==> src/rtl/keypad_pkg.sv <==
// Shared types and constants for the keypad emulator: FSM states, the
// key-code to (column,row) map of the 4x4 Pmod keypad, and matrix width.
package keypad_pkg;

    localparam int RC_W  = 4;   // rows and columns of the matrix
    localparam int KEY_W = 4;   // key code 0x0..0xF

    typedef enum logic [1:0] {
        IDLE,
        PRESS,
        GAP
    } state_t;

    typedef struct packed {
        logic [1:0] col;
        logic [1:0] row;
    } key_pos_t;

    // Physical layout, columns left to right:
    //   r0: 1 2 3 A   r1: 4 5 6 B   r2: 7 8 9 C   r3: 0 F E D
    localparam key_pos_t KEY_MAP [16] = '{
        '{col: 2'd0, row: 2'd3},   // 0
        '{col: 2'd0, row: 2'd0},   // 1
        '{col: 2'd1, row: 2'd0},   // 2
        '{col: 2'd2, row: 2'd0},   // 3
        '{col: 2'd0, row: 2'd1},   // 4
        '{col: 2'd1, row: 2'd1},   // 5
        '{col: 2'd2, row: 2'd1},   // 6
        '{col: 2'd0, row: 2'd2},   // 7
        '{col: 2'd1, row: 2'd2},   // 8
        '{col: 2'd2, row: 2'd2},   // 9
        '{col: 2'd3, row: 2'd0},   // A
        '{col: 2'd3, row: 2'd1},   // B
        '{col: 2'd3, row: 2'd2},   // C
        '{col: 2'd3, row: 2'd3},   // D
        '{col: 2'd2, row: 2'd3},   // E
        '{col: 2'd1, row: 2'd3}    // F
    };

endpackage

==> src/rtl/keypad_emulator_if.sv <==
// Press-command channel: valid/ready handshake carrying key, hold and gap.
interface keypad_emulator_if #(
    parameter int HOLD_W = 24
);
    logic              req_valid;
    logic              req_ready;
    logic [3:0]        req_key;
    logic [HOLD_W-1:0] req_hold;
    logic [HOLD_W-1:0] req_gap;

    modport master (
        output req_valid, req_key, req_hold, req_gap,
        input  req_ready
    );

    modport slave (
        input  req_valid, req_key, req_hold, req_gap,
        output req_ready
    );
endinterface

==> src/rtl/keypad_bounce_gen.sv <==
// Contact model for one press: closed on the first active cycle, then
// toggling every BOUNCE_STEP cycles while inside the bounce window, solid
// closed afterwards. Open whenever the press is not active.
module keypad_bounce_gen #(
    parameter logic [15:0] BOUNCE_CYCLES = 16'd2000,
    parameter logic [15:0] BOUNCE_STEP   = 16'd250
) (
    input  logic clk,
    input  logic clear,
    input  logic start,      // command accepted; press begins next cycle
    input  logic active,     // FSM is in PRESS
    output logic key_down
);

    logic [15:0] cyc_q, cyc_d;     // press cycle index, saturates at window end
    logic [15:0] step_q, step_d;   // position inside the current bounce step
    logic        open_q, open_d;   // contact currently bounced open
    logic        in_window;

    assign in_window = (cyc_q < BOUNCE_CYCLES);

    // Next-state for the bounce counters; restarted by every accepted command.
    always_comb begin
        // NOTE: every signal gets a default first so no path leaves it unassigned (no latch).
        cyc_d  = cyc_q;
        step_d = step_q;
        open_d = open_q;
        if (start) begin
            cyc_d  = '0;
            step_d = '0;
            open_d = 1'b0;
        end else if (active) begin
            if (in_window) begin
                cyc_d = cyc_q + 16'd1;
            end
            if (step_q >= BOUNCE_STEP - 16'd1) begin
                step_d = '0;
                open_d = ~open_q;
            end else begin
                step_d = step_q + 16'd1;
            end
        end
    end

    // Bounce counter registers.
    always_ff @(posedge clk or negedge clear) begin
        // NOTE: flops use non-blocking assignments so all registers update together at the edge.
        if (!clear) begin
            cyc_q  <= '0;
            step_q <= '0;
            open_q <= 1'b0;
        end else begin
            cyc_q  <= cyc_d;
            step_q <= step_d;
            open_q <= open_d;
        end
    end

    assign key_down = active && !(in_window && open_q);

endmodule

==> src/rtl/keypad_emulator.sv <==
// Passive 4x4 keypad stand-in: accepts press commands and answers the
// scanner's one-cold column strobes on the active-low row lines.
module keypad_emulator
    import keypad_pkg::*;
#(
    parameter int          HOLD_W        = 24,
    parameter logic [15:0] BOUNCE_CYCLES = 16'd2000,
    parameter logic [15:0] BOUNCE_STEP   = 16'd250
) (
    input  logic              clk,
    input  logic              clear,
    input  logic [RC_W-1:0]   col,
    output logic [RC_W-1:0]   row,
    keypad_emulator_if.slave  req,
    output logic              busy,
    output logic              key_down
);

    state_t            state_q, state_d;
    logic [HOLD_W-1:0] hold_q, hold_d;
    logic [HOLD_W-1:0] gap_q, gap_d;
    logic [KEY_W-1:0]  key_q, key_d;
    logic              ready_q, ready_d;
    logic [RC_W-1:0]   row_q, row_d;
    logic              accept;
    logic              press_active;
    key_pos_t          pos;

    // ready_q is low for the first cycle out of reset even though the FSM is IDLE.
    assign accept       = req.req_valid && ready_q && (state_q == IDLE);
    assign press_active = (state_q == PRESS);

    // Command FSM: latch on accept, count the hold down, then the gap.
    always_comb begin
        state_d = state_q;
        hold_d  = hold_q;
        gap_d   = gap_q;
        key_d   = key_q;
        unique case (state_q)
            IDLE: begin
                if (accept) begin
                    state_d = PRESS;
                    key_d   = req.req_key;
                    hold_d  = (req.req_hold == '0) ? HOLD_W'(1) : req.req_hold;
                    gap_d   = req.req_gap;
                end
            end
            PRESS: begin
                hold_d = hold_q - HOLD_W'(1);
                if (hold_q == HOLD_W'(1)) begin
                    state_d = GAP;
                end
            end
            GAP: begin
                // A zero gap still spends one cycle here before IDLE.
                if (gap_q <= HOLD_W'(1)) begin
                    state_d = IDLE;
                    gap_d   = '0;
                end else begin
                    gap_d = gap_q - HOLD_W'(1);
                end
            end
            default: state_d = IDLE;
        endcase
        ready_d = (state_d == IDLE);
    end

    // Row answer: pull the key's row low while its column is strobed.
    always_comb begin
        row_d = '1;
        pos   = KEY_MAP[key_q];
        if (key_down && !col[pos.col]) begin
            row_d[pos.row] = 1'b0;
        end
    end

    // State, counters, ready and row registers.
    always_ff @(posedge clk or negedge clear) begin
        if (!clear) begin
            state_q <= IDLE;
            hold_q  <= '0;
            gap_q   <= '0;
            key_q   <= '0;
            ready_q <= 1'b0;
            row_q   <= '1;
        end else begin
            state_q <= state_d;
            hold_q  <= hold_d;
            gap_q   <= gap_d;
            key_q   <= key_d;
            ready_q <= ready_d;
            row_q   <= row_d;
        end
    end

    keypad_bounce_gen #(
        .BOUNCE_CYCLES (BOUNCE_CYCLES),
        .BOUNCE_STEP   (BOUNCE_STEP)
    ) u_bounce (
        .clk      (clk),
        .clear    (clear),
        .start    (accept),
        .active   (press_active),
        .key_down (key_down)
    );

    assign req.req_ready = ready_q;
    assign row           = row_q;
    assign busy          = (state_q != IDLE);

endmodule

==> src/flat_wrapper.sv <==
// flat-port wrapper written by rule: the top's interface ports become plain ports
module keypad_emulator_flat import keypad_pkg::*;
#(
    parameter int          HOLD_W        = 24,
    parameter logic [15:0] BOUNCE_CYCLES = 16'd2000,
    parameter logic [15:0] BOUNCE_STEP   = 16'd250
)
  (clk, clear, col, row, busy, key_down, req_req_valid, req_req_key, req_req_hold, req_req_gap, req_req_ready);
  keypad_emulator_if #(.HOLD_W(HOLD_W)) req_i ();
  input  logic clk;
  input  logic clear;
  input  logic [RC_W-1:0] col;
  output logic [RC_W-1:0] row;
  output logic busy;
  output logic key_down;
  input wire logic [$bits(req_i.req_valid)-1:0] req_req_valid;
  input wire logic [$bits(req_i.req_key)-1:0] req_req_key;
  input wire logic [$bits(req_i.req_hold)-1:0] req_req_hold;
  input wire logic [$bits(req_i.req_gap)-1:0] req_req_gap;
  output wire logic [$bits(req_i.req_ready)-1:0] req_req_ready;
  assign req_i.req_valid = req_req_valid;
  assign req_i.req_key = req_req_key;
  assign req_i.req_hold = req_req_hold;
  assign req_i.req_gap = req_req_gap;
  assign req_req_ready = req_i.req_ready;
  keypad_emulator #(.HOLD_W(HOLD_W), .BOUNCE_CYCLES(BOUNCE_CYCLES), .BOUNCE_STEP(BOUNCE_STEP)) u_core (.clk(clk), .clear(clear), .col(col), .row(row), .req(req_i), .busy(busy), .key_down(key_down));
endmodule
==> config.mk <==
export PLATFORM = sky130hd
export DESIGN_NAME = keypad_emulator_flat
export DESIGN_NICKNAME = d
export VERILOG_FILES = /design/src/rtl/keypad_pkg.sv /design/src/rtl/keypad_emulator_if.sv /design/src/rtl/keypad_bounce_gen.sv /design/src/rtl/keypad_emulator.sv /design/src/flat_wrapper.sv
export SDC_FILE = /design/constraint.sdc
export NUM_CORES = 1
export LEC_CHECK = 0
export ABC_CLOCK_PERIOD_IN_PS = 2500
export BUFFER_PORTS_ARGS = -buffer_cell sky130_fd_sc_hd__buf_2
export CORE_MARGIN = 10
export CORE_UTILIZATION = 59
export DETAILED_ROUTE_END_ITERATION = 8
export GPL_ROUTABILITY_DRIVEN = 0
export GPL_TIMING_DRIVEN = 0
export PLACE_DENSITY = 0.81
export SLEW_MARGIN = 20
export SYNTH_ARGS = -nofsm -noshare
export SYNTH_HDL_FRONTEND = slang
export SYNTH_HIERARCHICAL = 1
export SYNTH_SLANG_ARGS = --single-unit
==> constraint.sdc <==
create_clock -name clk -period 2.5 [get_ports clk]
set_clock_uncertainty 0.05 [all_clocks]
set_input_delay 0.125 -clock clk [delete_from_list [all_inputs] [get_ports clk]]
set_output_delay 0.125 -clock clk [all_outputs]
set_load 0.01 [all_outputs]
---- Yosys cells after proc, flatten, opt, wreduce, memory -nomap -nowiden ----
Memories as Yosys holds them, arrays and structs flattened.
Index checks and enable logic that the tools add are counted.
storage, ports and cells
  memories kept ........................... 1
  output and inout port bits .............. 7
  ROM bits ................................ 64
  logic and storage cells ................. 76
  bits in registers ....................... 92
  input bits .............................. 59
cells by class
  reductions and logical operators ........ 22
  eq/ne operators ......................... 4
  muxes and demuxes ....................... 26
  $add $sub $neg .......................... 4
  $lt $le $gt $ge ......................... 7
  bitwise gates (word level) .............. 3
memory list
  memory           depth  bits a word  read ports  clocked after Yosys merged registers in  wr ports  line                   source
  (no name shown)  16     4            1           0                                        0         keypad_emulator.sv:71  pos = KEY_MAP[key_q];
operators by type and width
  cell                                                                count
  two-way mux 16 bit                                                  6
  two-way mux 24 bit                                                  4
  one-hot mux 24 bit (2 select lines)                                 2
  subtractor 24 x 1 -> 24 bit, second input constant                  2
  adder 16 x 1 -> 16 bit, second input constant                       2
  equality test 24 x 1 -> 1 bit, second input constant                1
  <= comparator 24 x 1 -> 1 bit, second input constant                1
  logical NOT 24 bit                                                  1
  greater-or-equal comparator 16 x 8 -> 1 bit, second input constant  1
  less-than comparator 16 x 11 -> 1 bit, second input constant        1
  two-way mux 4 bit                                                   3
  nonzero test 2 bit                                                  6
  AND reduction 2 bit                                                 5
  logical AND 1 bit                                                   6
  less-than comparator 2 x 3 -> 1 bit, second input constant          2
  two-way mux 2 bit                                                   3
  one-hot mux 2 bit (3 select lines)                                  1
  greater-or-equal comparator 5 bit, second input constant            1
  two-way mux 1 bit                                                   5
  inverter 4 -> 5 bit                                                 1
  logical NOT 2 bit                                                   2
  inverter 4 bit                                                      1
  binary-select mux 1 bit (select 2 bit)                              1
  demux 1 bit (select 2 bit)                                          1
  6 further kinds                                                     7

---- Longest topological paths before layout ----
Gate-level depths: netlist of the first run.
  depth in word-level cells ............... 10
  depth in mapped cells ................... 9
  gate-level depth less buffers ........... 7

---- Hierarchy ----
Netlist of the first run, hierarchy kept.
by module, submodules not included
  module             sequential area each (sq um)  area each (sq um)  times used  cells an instance
  keypad_emulator    1481.4                        3724.8             1           419
  keypad_bounce_gen  825.8                         1752.9             1           170

---- Least setup slack after synthesis of the first run ----
Ideal clock, no wire load.
  path kind ............................... register to register
  start point ............................. register u_core.state_q[1]
  end point ............................... register u_core.u_bounce.cyc_q[8]
  required time ........................... 2.325 ns
  setup time .............................. 0.125 ns
  period minus slack after synthesis ...... 2.176 ns
  buffers on the path ..................... 3
  arrival time ............................ 2.001 ns
  slack ................................... 0.324 ns
  cell stages (with the launch flop) ...... 9
  cell sequence ........................... dfrtp_1 -> nand2b_1 -> buf_2 -> inv_1 -> clkbuf_1 -> buf_2 -> nand3_4 -> nor4_2 -> mux2_4
on the way
  elaborated cells on any way between the ends .. 7
  classes of those cells .................. eq/ne: 1; mux: 1; reduce/logical: 5
RTL lines
  element                        line                     source
  start: declaration             keypad_emulator.sv:19    state_t state_q, state_d;
  start signal: assignment       keypad_emulator.sv:87    state_q <= state_d;
  equality test 2 x 1 -> 1 bit   keypad_emulator.sv:31    assign press_active = (state_q == PRESS);
  net u_core.press_active        keypad_emulator.sv:26    logic press_active;
  nonzero test 2 bit (no line)   -
  AND reduction 2 bit (no line)  -
  end signal: assignment         keypad_bounce_gen.sv:53  cyc_q <= cyc_d;
  end: declaration               keypad_bounce_gen.sv:15  logic [15:0] cyc_q, cyc_d;
The timed path passes the listed nets, and every way through them passes these cells.
A chain may end at the register's enable or synchronous reset.

---- Worst setup path in the final report of the first run ----
  start point ............................. register u_core.state_q[1]
  end point ............................... register u_core.u_bounce.cyc_q[10]
on the way
  word-level cells in the longest chain between the ends .. 4
  elaborated cells on any way between the ends .. 7
  classes of those cells .................. eq/ne: 1; mux: 1; reduce/logical: 5
RTL lines
  element                        line                   source
  logical NOT 2 bit              keypad_emulator.sv:30  assign accept = req.req_valid && ready_q && (state_q == IDLE);
  logical AND 1 bit              keypad_emulator.sv:30
  nonzero test 2 bit (no line)   -
  AND reduction 2 bit (no line)  -
Parallel ways exist; a longest one is shown, timed or not.

==> results by group, run 1 <==
Critical path
  • Crit Path Class: flip-flop to flip-flop
  • Max incr delay on CP: 0.51 ns
  • Largest fanout on the critical path: 15
  • CP arrival: 2.55 ns
  • CP max stage cell: or4_1
  • Critical path data required time: 2.72 ns
  • Most used cell, CP: buf_2
  • Nature of the critical path startpoint: flip-flop
  • Crit-path cells: nand2b_1, buf_2, clkinvlp_4, buf_2, nand3_4, or4_1, a21oi_1
  • CP endpoint kind: flip-flop

Yosys
  • Synthesized cell area: 0.00548 sq mm
  • Number of synthesized flops with an enable pin: 0
  • Yosys top cell area share: 40.2%
  • Cell taking the most area after synthesis: dfrtp_1
  • Gate Count Post-Synth: 589
  • Synth cell types: 75
  • Number of synthesized register bits: 92
  • Synth warn: 6
  • Share of flip-flops with an asynchronous set or reset: 100%
  • Synthesized net count: 656
  • Top cells by count, synth: dfrtp_1, nor2_1, nand2_1
  • Most common cell in the netlist: dfrtp_1
  • Syn_area_per_cell: 9.30 sq um
  • Synth top area cells: dfrtp_1, nor2_1, nand2_1
  • Sequential share of the synthesized area: 42.1%
  • Top FF cell, synth: dfrtp_1

CTS
  • Clock transition at path regs: 0.09 ns
  • Htree depth: 3
  • TritonCTS Buffers: 9
  • CTS Buffer Depth: 2
  • Clk_lat worst skew: 0.36 ns
  • Post-CTS Setup Inserts: 0
  • CTS Root Cell: clkbuf_8
  • Clock Sinks: 92
  • CTS tree: built

Routing
  • DRT Pass-1 Iters: 8
  • DR iter-0 viols: 607
  • Post-DR vias/cell: 6.40
  • DR vias: 5298
  • Post-route ant nets: 0
  • Final WL: 15500 um
  • Drt drc: 0
  • Avg WL per Cell: 18.7 um

Timing
  • Minimum hold slack: 0.0131 ns
  • Final setup vio count: 0
  • RSZ-0062 raised after global routing: false
  • Max-slew headroom: 40.8%
  • Post-Route Setup TNS: 0 ns
  • Achievable frequency: 431 MHz
  • Final Max Slew Viols: 0
  • Slew @ Worst Pin: 0.885 ns
  • Tcrit/Tclk final: 92.9%
  • Tmin final: 2.32 ns
  • Endpoints failing hold: 0

Finish
  • Net count, final: 776
  • Layout cells sized above 1: 19.5%
  • Synthesis-to-layout area growth: 22.3%

Placed design
  • DP Wirelength: 10300 um
  • Buffers on Ports: 65

Floorplanning
  • Core Area: 0.00915 sq mm
  • Io pins: 66
  • Initial core utilization: 59.8%
  • Die Ht: 116 um
  • Die area: 0.0135 sq mm
  • Row count: 35
  • DIE WIDTH: 116 um

Global route
  • Total global routing overflow: 0
  • Initial antenna violation count: 2
  • Global-route wire length before repair: 25600 um
  • Number of global-route vias before repair: 5371
  • GRT Overall Usage: 23.4%
  • Largest net degree at the start of global routing: 81

Outcome
  • Outcome: complete, no violations

Pwr
  • P per Cell Area: 417 mW/mm^2
  • LEAKAGE: 2.74 nW
  • Maximum vdd drop: 329 uV

Min path
  • Worst Hold Class: input port to flip-flop

Run
  • Maxcap violations: 0
## worst max-delay path: cells and delay by family, from the launching register on
family	cells	cell delay [ns]
flip-flops	1	0.41
AND/OR/NAND/NOR	3	0.82
AO/OA/AOI/OAI	1	0.21
buffers and inverters	3	0.72
## flip-flops by register name, indices dropped and copies added (netlist names)
register	flops
u_core/u_bounce/cyc_q	16
u_core/u_bounce/open_q	1
u_core/req.req_ready	1
u_core/u_bounce/step_q	16
u_core/gap_q	24
u_core/key_q	4
u_core/state_q	2
u_core/hold_q	24
u_core/row	4
## kinds of logic after synthesis
kind of cell / Yosys count / share of synthesized area, %
AO/OA/AOI/OAI: 142 / 17.9
XOR/XNOR: 15 / 2.40
adder cells (fa/ha/maj): 8 / 1.83
buffers and inverters: 51 / 4.66
flip-flops: 92 / 42.1
multiplexers: 5 / 1.10
AND/OR/NAND/NOR: 276 / 30.0
## worst paths after layout
check                                                       startpoint                                     end  slack, ns  cells past startpoint
worst min-delay path                                    req_req_gap[1]             u_core/gap_q[1]$_DFFE_PN0P_       0.01                      3
worst max register to register             u_core/state_q[1]$_DFF_PN0_   u_core/u_bounce/cyc_q[10]$_DFFE_PN0P_       0.18                      7
worst min register to register  u_core/u_bounce/step_q[15]$_DFFE_PN0P_  u_core/u_bounce/step_q[15]$_DFFE_PN0P_       0.47                      2
worst max-delay path                       u_core/state_q[1]$_DFF_PN0_   u_core/u_bounce/cyc_q[10]$_DFFE_PN0P_       0.18                      7
min in group asynchronous                                        clear    u_core/u_bounce/cyc_q[8]$_DFFE_PN0P_       0.08                      2
max in group asynchronous                                        clear                 u_core/row[3]$_DFF_PN1_       1.67                      3
## layout make-up
class	instances	area [sq um]
plain buffers	30	176
clock inverters	5	83.8
flip-flops and latches	92	2310
fillers	662	2450
clock buffers	11	151
repair buffers	111	810
inverters	19	76.3
well taps	111	139
multi-input cells	446	2950
diodes	3	7.51
## power breakdown
part	switching (W)	internal (W)	leakage (nW)
Sequential	0.000000165	0.00149	1.03
Clock	0.000527	0.000619	0.112
Combinational	0.0000693	0.0000872	1.60
## through the flow
stage	total power (W)	utilization [%]	setup slack, ns	instance area (sq um)	cells
5_1_grt	0.00291	73.2	0.00648	6700	827
3_5_place_dp	0.00162	65.3	-0.195	5980	766
3_3_place_gp	0.00161	64.9	-0.128	5940	765
4_1_cts	0.00281	72.7	0.0329	6650	824
2_1_floorplan	0.00152	-	0.324	5480	589
6_report	0.00279	73.2	0.178	6700	828
## placed cells by master (no fill, tap or decap), drive strengths merged, types with 9 or more instances in the layout
cell type	Yosys	layout
dfrtp	88	88
o211ai	11	11
buf	16	82
xnor2	12	12
inv	18	17
o21ai	30	30
nand4	14	14
nand3	38	38
and3	9	9
or4	13	13
dlygate4sd3	0	45
nor3	23	23
clkbuf	16	25
nor4	29	29
a21oi	27	27
a22oi	14	14
nand2	51	51
nor2	55	55
## what timing repair did
item,4_1_cts,5_1_grt
gates resized for setup,2,6
hold buffers,44,1
endpoints found under the setup margin,24,23
endpoints found under the hold margin,131,1
## routing by layer
metal	up-vias	routed length, um	GRT usage, %
met1	2516	6080	27.5
met4	0	425	10.9
met3	47	998	5.86
met5	-	0	0
li1	2458	-	-
met2	277	7960	39.5
(Power assumes the default switching activity.)
==> inputs of run 2 (changes only) <==
- ABC_AREA: unset -> 1
- CORE_UTILIZATION: 59 -> 29
- PLACE_DENSITY: 0.81 -> unset
==> run 2 against run 1 <==
Compared with the run above: fmax rose by 9.3%; sequential share of layout area fell by 1.9 points; total power rose by 120%; synthesized cell count rose by 42%; first-iteration DRC count fell by 31%; flip-flop and latch count did not move; final cell count rose by 45%; critical endpoint is now key_down; largest power group unchanged; highest routed layer unchanged.
==> results by group, run 2 <==
Timing
  • Slew @ Worst Pin: 0.566 ns (-0.319 ns)
  • Setup WS post-layout: 0.375 ns (+0.198 ns)
  • Post-Route Setup TNS: 0 ns (unchanged)
  • Tmin final: 2.12 ns (-0.198 ns)
  • Tcrit/Tclk final: 85.0% (-7.9 points)
  • Max-slew headroom: 62.3% (+22 points)
  • Achievable frequency: 471 MHz (+9.3%)
  • Minimum hold slack: 0.0194 ns (+0.00631 ns)
  • Final setup vio count: 0 (unchanged)
  • Final Max Slew Viols: 0 (unchanged)
  • RSZ-0062 raised after global routing: false
  • Endpoints failing hold: 0 (unchanged)

Critical path
  • CP endpoint kind: output port
  • Worst r2r src: u_core/state_q[0]$_DFF_PN0_
  • Reg2reg end: u_core/u_bounce/step_q[6]$_DFFE_PN0P_
  • Crit Path Class: flip-flop to output port
  • Flop2flop setup slack: 0.53 ns (+0.35 ns)
  • Reg2Reg Depth: 10 (+3)
  • CP arrival: 1.95 ns (-0.60 ns)
  • Largest fanout on the critical path: 13 (-2)
  • Critical path data required time: 2.33 ns (-0.39 ns)
  • Nature of the critical path startpoint: flip-flop

Run
  • Maxcap violations: 0 (unchanged)

Min path
  • Worst Hold Class: input port to flip-flop
  • Hold Startpoint: req_req_hold[10]
  • Hold Path Sink: u_core/hold_q[10]$_DFFE_PN0P_
  • Hold Path Cell Cnt: 3 (unchanged)

Pwr
  • P_sw: 0.00270 W (+350%)
  • Internal power: 0.00354 W (+61%)
  • Logic gate share of total power: 38.5% (+33 points)
  • Maximum vdd drop: 344 uV (+4.7%)
  • Clock network power share: 22.1% (-19 points)
  • LEAKAGE: 3.27 nW (+19%)
  • P per Cell Area: 880 mW/mm^2 (+110%)
  • Sequential power share: 39.4% (-14 points)
  • Switching Fraction: 43.3% (+22 points)
  • Total power: 0.00624 W (+120%)

Floorplanning
  • Core Area: 0.0203 sq mm (+120%)
  • Initial core utilization: 29.5% (-30 points)
  • Row count: 52 (+49%)
  • Io pins: 66 (unchanged)
  • Die Ht: 164 um (+41%)
  • Die area: 0.0268 sq mm (+98%)
  • DIE WIDTH: 164 um (+41%)

Global route
  • Number of global-route vias before repair: 5532 (+3.0%)
  • Initial antenna violation count: 0 (-2)
  • Total global routing overflow: 0 (unchanged)
  • Largest net degree at the start of global routing: 57 (-30%)
  • Global-route wire length before repair: 28200 um (+10%)
  • GRT Overall Usage: 12.9% (-11 points)

Yosys
  • Synthesized net count: 906 (+38%)
  • Number of synthesized register bits: 92 (unchanged)
  • Cell taking the most area after synthesis: dfrtp_1
  • Synth cell types: 41 (-45%)
  • Gate Count Post-Synth: 839 (+42%)
  • Number of synthesized flops with an enable pin: 0 (unchanged)
  • Synth top area cells: dfrtp_1, nand2_1, nor2_1
  • Top cells by count, synth: nand2_1, nor2_1, inv_1
  • Synth warn: 6 (unchanged)
  • Syn_area_per_cell: 7.14 sq um (-23%)
  • Share of flip-flops with an asynchronous set or reset: 100% (unchanged)
  • Most common cell in the netlist: nand2_1
  • Synthesized cell area: 0.00599 sq mm (+9.4%)
  • Top FF cell, synth: dfrtp_1
  • Sequential share of the synthesized area: 38.5% (-3.6 points)
  • Yosys top cell area share: 36.7% (-3.5 points)

CTS
  • Clock Sinks: 92 (unchanged)
  • CTS Buffer Depth: 2 (unchanged)
  • Post-cts resize count: 0 (-2)
  • Clk_lat worst skew: 0.35 ns (about the same)
  • TritonCTS Buffers: 9 (unchanged)
  • Post-CTS Setup Inserts: 0 (unchanged)
  • CTS Root Cell: clkbuf_16
  • Clock transition at path regs: 0.07 ns (-0.02 ns)
  • Htree depth: 3 (unchanged)
  • CTS tree: built

Finish
  • Top Registers: u_core/gap_q x24, u_core/hold_q x24
  • N_diodes: 0 (-3)
  • Fillers: 2174 (+230%)
  • Leading cell type in the layout, fill and taps excluded: nand2_1
  • Net count, final: 994 (+28%)
  • Reg area: 0.00231 sq mm (unchanged)
  • Layout cells sized above 1: 19.7% (+0.27 points)
  • Commonest cells after routing, fill and taps aside: nand2_1, nor2_1, inv_1
  • Area of the multi-input gates: 0.00317 sq mm (+7.5%)
  • Synthesis-to-layout area growth: 18.3%

Routing
  • Post-DR vias/cell: 4.69 (-27%)
  • DRT Pass-1 Iters: 5 (-3)
  • Avg WL per Cell: 13.7 um (-27%)
  • DR iter-0 viols: 418 (-31%)
  • Post-route ant nets: 0 (unchanged)
  • Final WL: 16400 um (+6.1%)
  • DR vias: 5633 (+6.3%)
  • Drt drc: 0 (unchanged)

Placed design
  • DP Wirelength: 12600 um (+22%)
  • Buffers on Ports: 65 (unchanged)
  • Worst slack, placed: 0.489 ns (+0.684 ns)

Outcome
  • Outcome: complete, no violations
-- run 2: cell count changes in the layout (fill, tap and decap cells not counted), sizes merged, moves of 9 or more --
| cell | delta |
|---|---|
| inv | +87 |
| nand4 | +15 |
| o21ai | +33 |
| and3 | -9 |
| nor4 | -28 |
| nand2 | +142 |
| clkbuf | -12 |
| nor2 | +123 |
| dlygate4sd3 | -34 |
| nand3 | +40 |
| or4 | -13 |
| a22oi | -14 |
| nor3 | -19 |
-- run 2: worst max-delay path by stage --
stage | start | endpoint | cells after the start | slack (ns)
2_1_floorplan | u_core/state_q[0]$_DFF_PN0_ | u_core/u_bounce/step_q[6]$_DFFE_PN0P_ | 10 | 0.77
3_3_place_gp | clear | u_core/hold_q[15]$_DFFE_PN0P_ | 1 | 0.23
3_5_place_dp | u_core/req.req_ready$_DFF_PN0_ | u_core/u_bounce/step_q[6]$_DFFE_PN0P_ | 9 | 0.49
4_1_cts | u_core/state_q[1]$_DFF_PN0_ | key_down | 7 | 0.33
5_1_grt | u_core/state_q[1]$_DFF_PN0_ | key_down | 7 | 0.21
6_report | u_core/state_q[1]$_DFF_PN0_ | key_down | 7 | 0.38
-- run 2: through the flow --
| step | instances | util, % | instance area (sq um) |
|---|---|---|---|
| 2_1_floorplan | 839 | - | 5990 |
| 3_3_place_gp | 1174 | 32.8 | 6660 |
| 3_5_place_dp | 1175 | 33.0 | 6690 |
| 4_1_cts | 1202 | 34.9 | 7090 |
| 5_1_grt | 1202 | 34.9 | 7090 |
| 6_report | 1202 | 34.9 | 7090 |
-- run 2: power by group through the flow --
stage	logic, W	registers [W]	clock network [W]
floorplan	0.00184	0.00236	0
global route	0.00281	0.00254	0.00148
global placement	0.00235	0.00247	0
finish	0.00240	0.00246	0.00138
CTS	0.00242	0.00245	0.00143
detailed placement	0.00240	0.00247	0
-- run 2: cell type report --
type	instances	share of cell area, %
tap	270	4.76
clock buffer	9	3.18
clock inverter	7	0.917
multi-input combinational	627	44.7
timing repair buffer	77	6.62
sequential	92	32.5
inverter	100	5.42
buffer	20	1.89
-- run 2: worst max-delay path, stage by stage, from the launching register on --
cell and delay (ns):
dfrtp_1 0.38, inv_1 0.08, nand2_1 0.12, inv_1 0.15, buf_2 0.34, o21ai_0 0.20
inv_1 0.16, buf_2 0.15
-- run 2: cells by family (layout without fill, tap and decap cells) --
kind of cell / count (synthesis) / after routing / synth area share (%)
adder cells (fa/ha/maj): 8 / 8 / 1.67
AO/OA/AOI/OAI: 112 / 112 / 11.3
buffers and inverters: 120 / 213 / 8.64
AND/OR/NAND/NOR: 492 / 492 / 37.7
XOR/XNOR: 15 / 15 / 2.19
flip-flops: 92 / 92 / 38.5
-- run 2: per-layer routing --
layer  vias up  track usage (%)  wire length, um
met1      2607             16.9             7600
met5         -                0                0
li1       2879                -                -
met3        21             3.20              918
met4         0             3.98              315
met2       126             20.4             7590
-- run 2: timing repair --
item,in CTS,in global routing
hold buffers,11,0
setup endpoints to repair,0,0
hold endpoints to repair,49,0
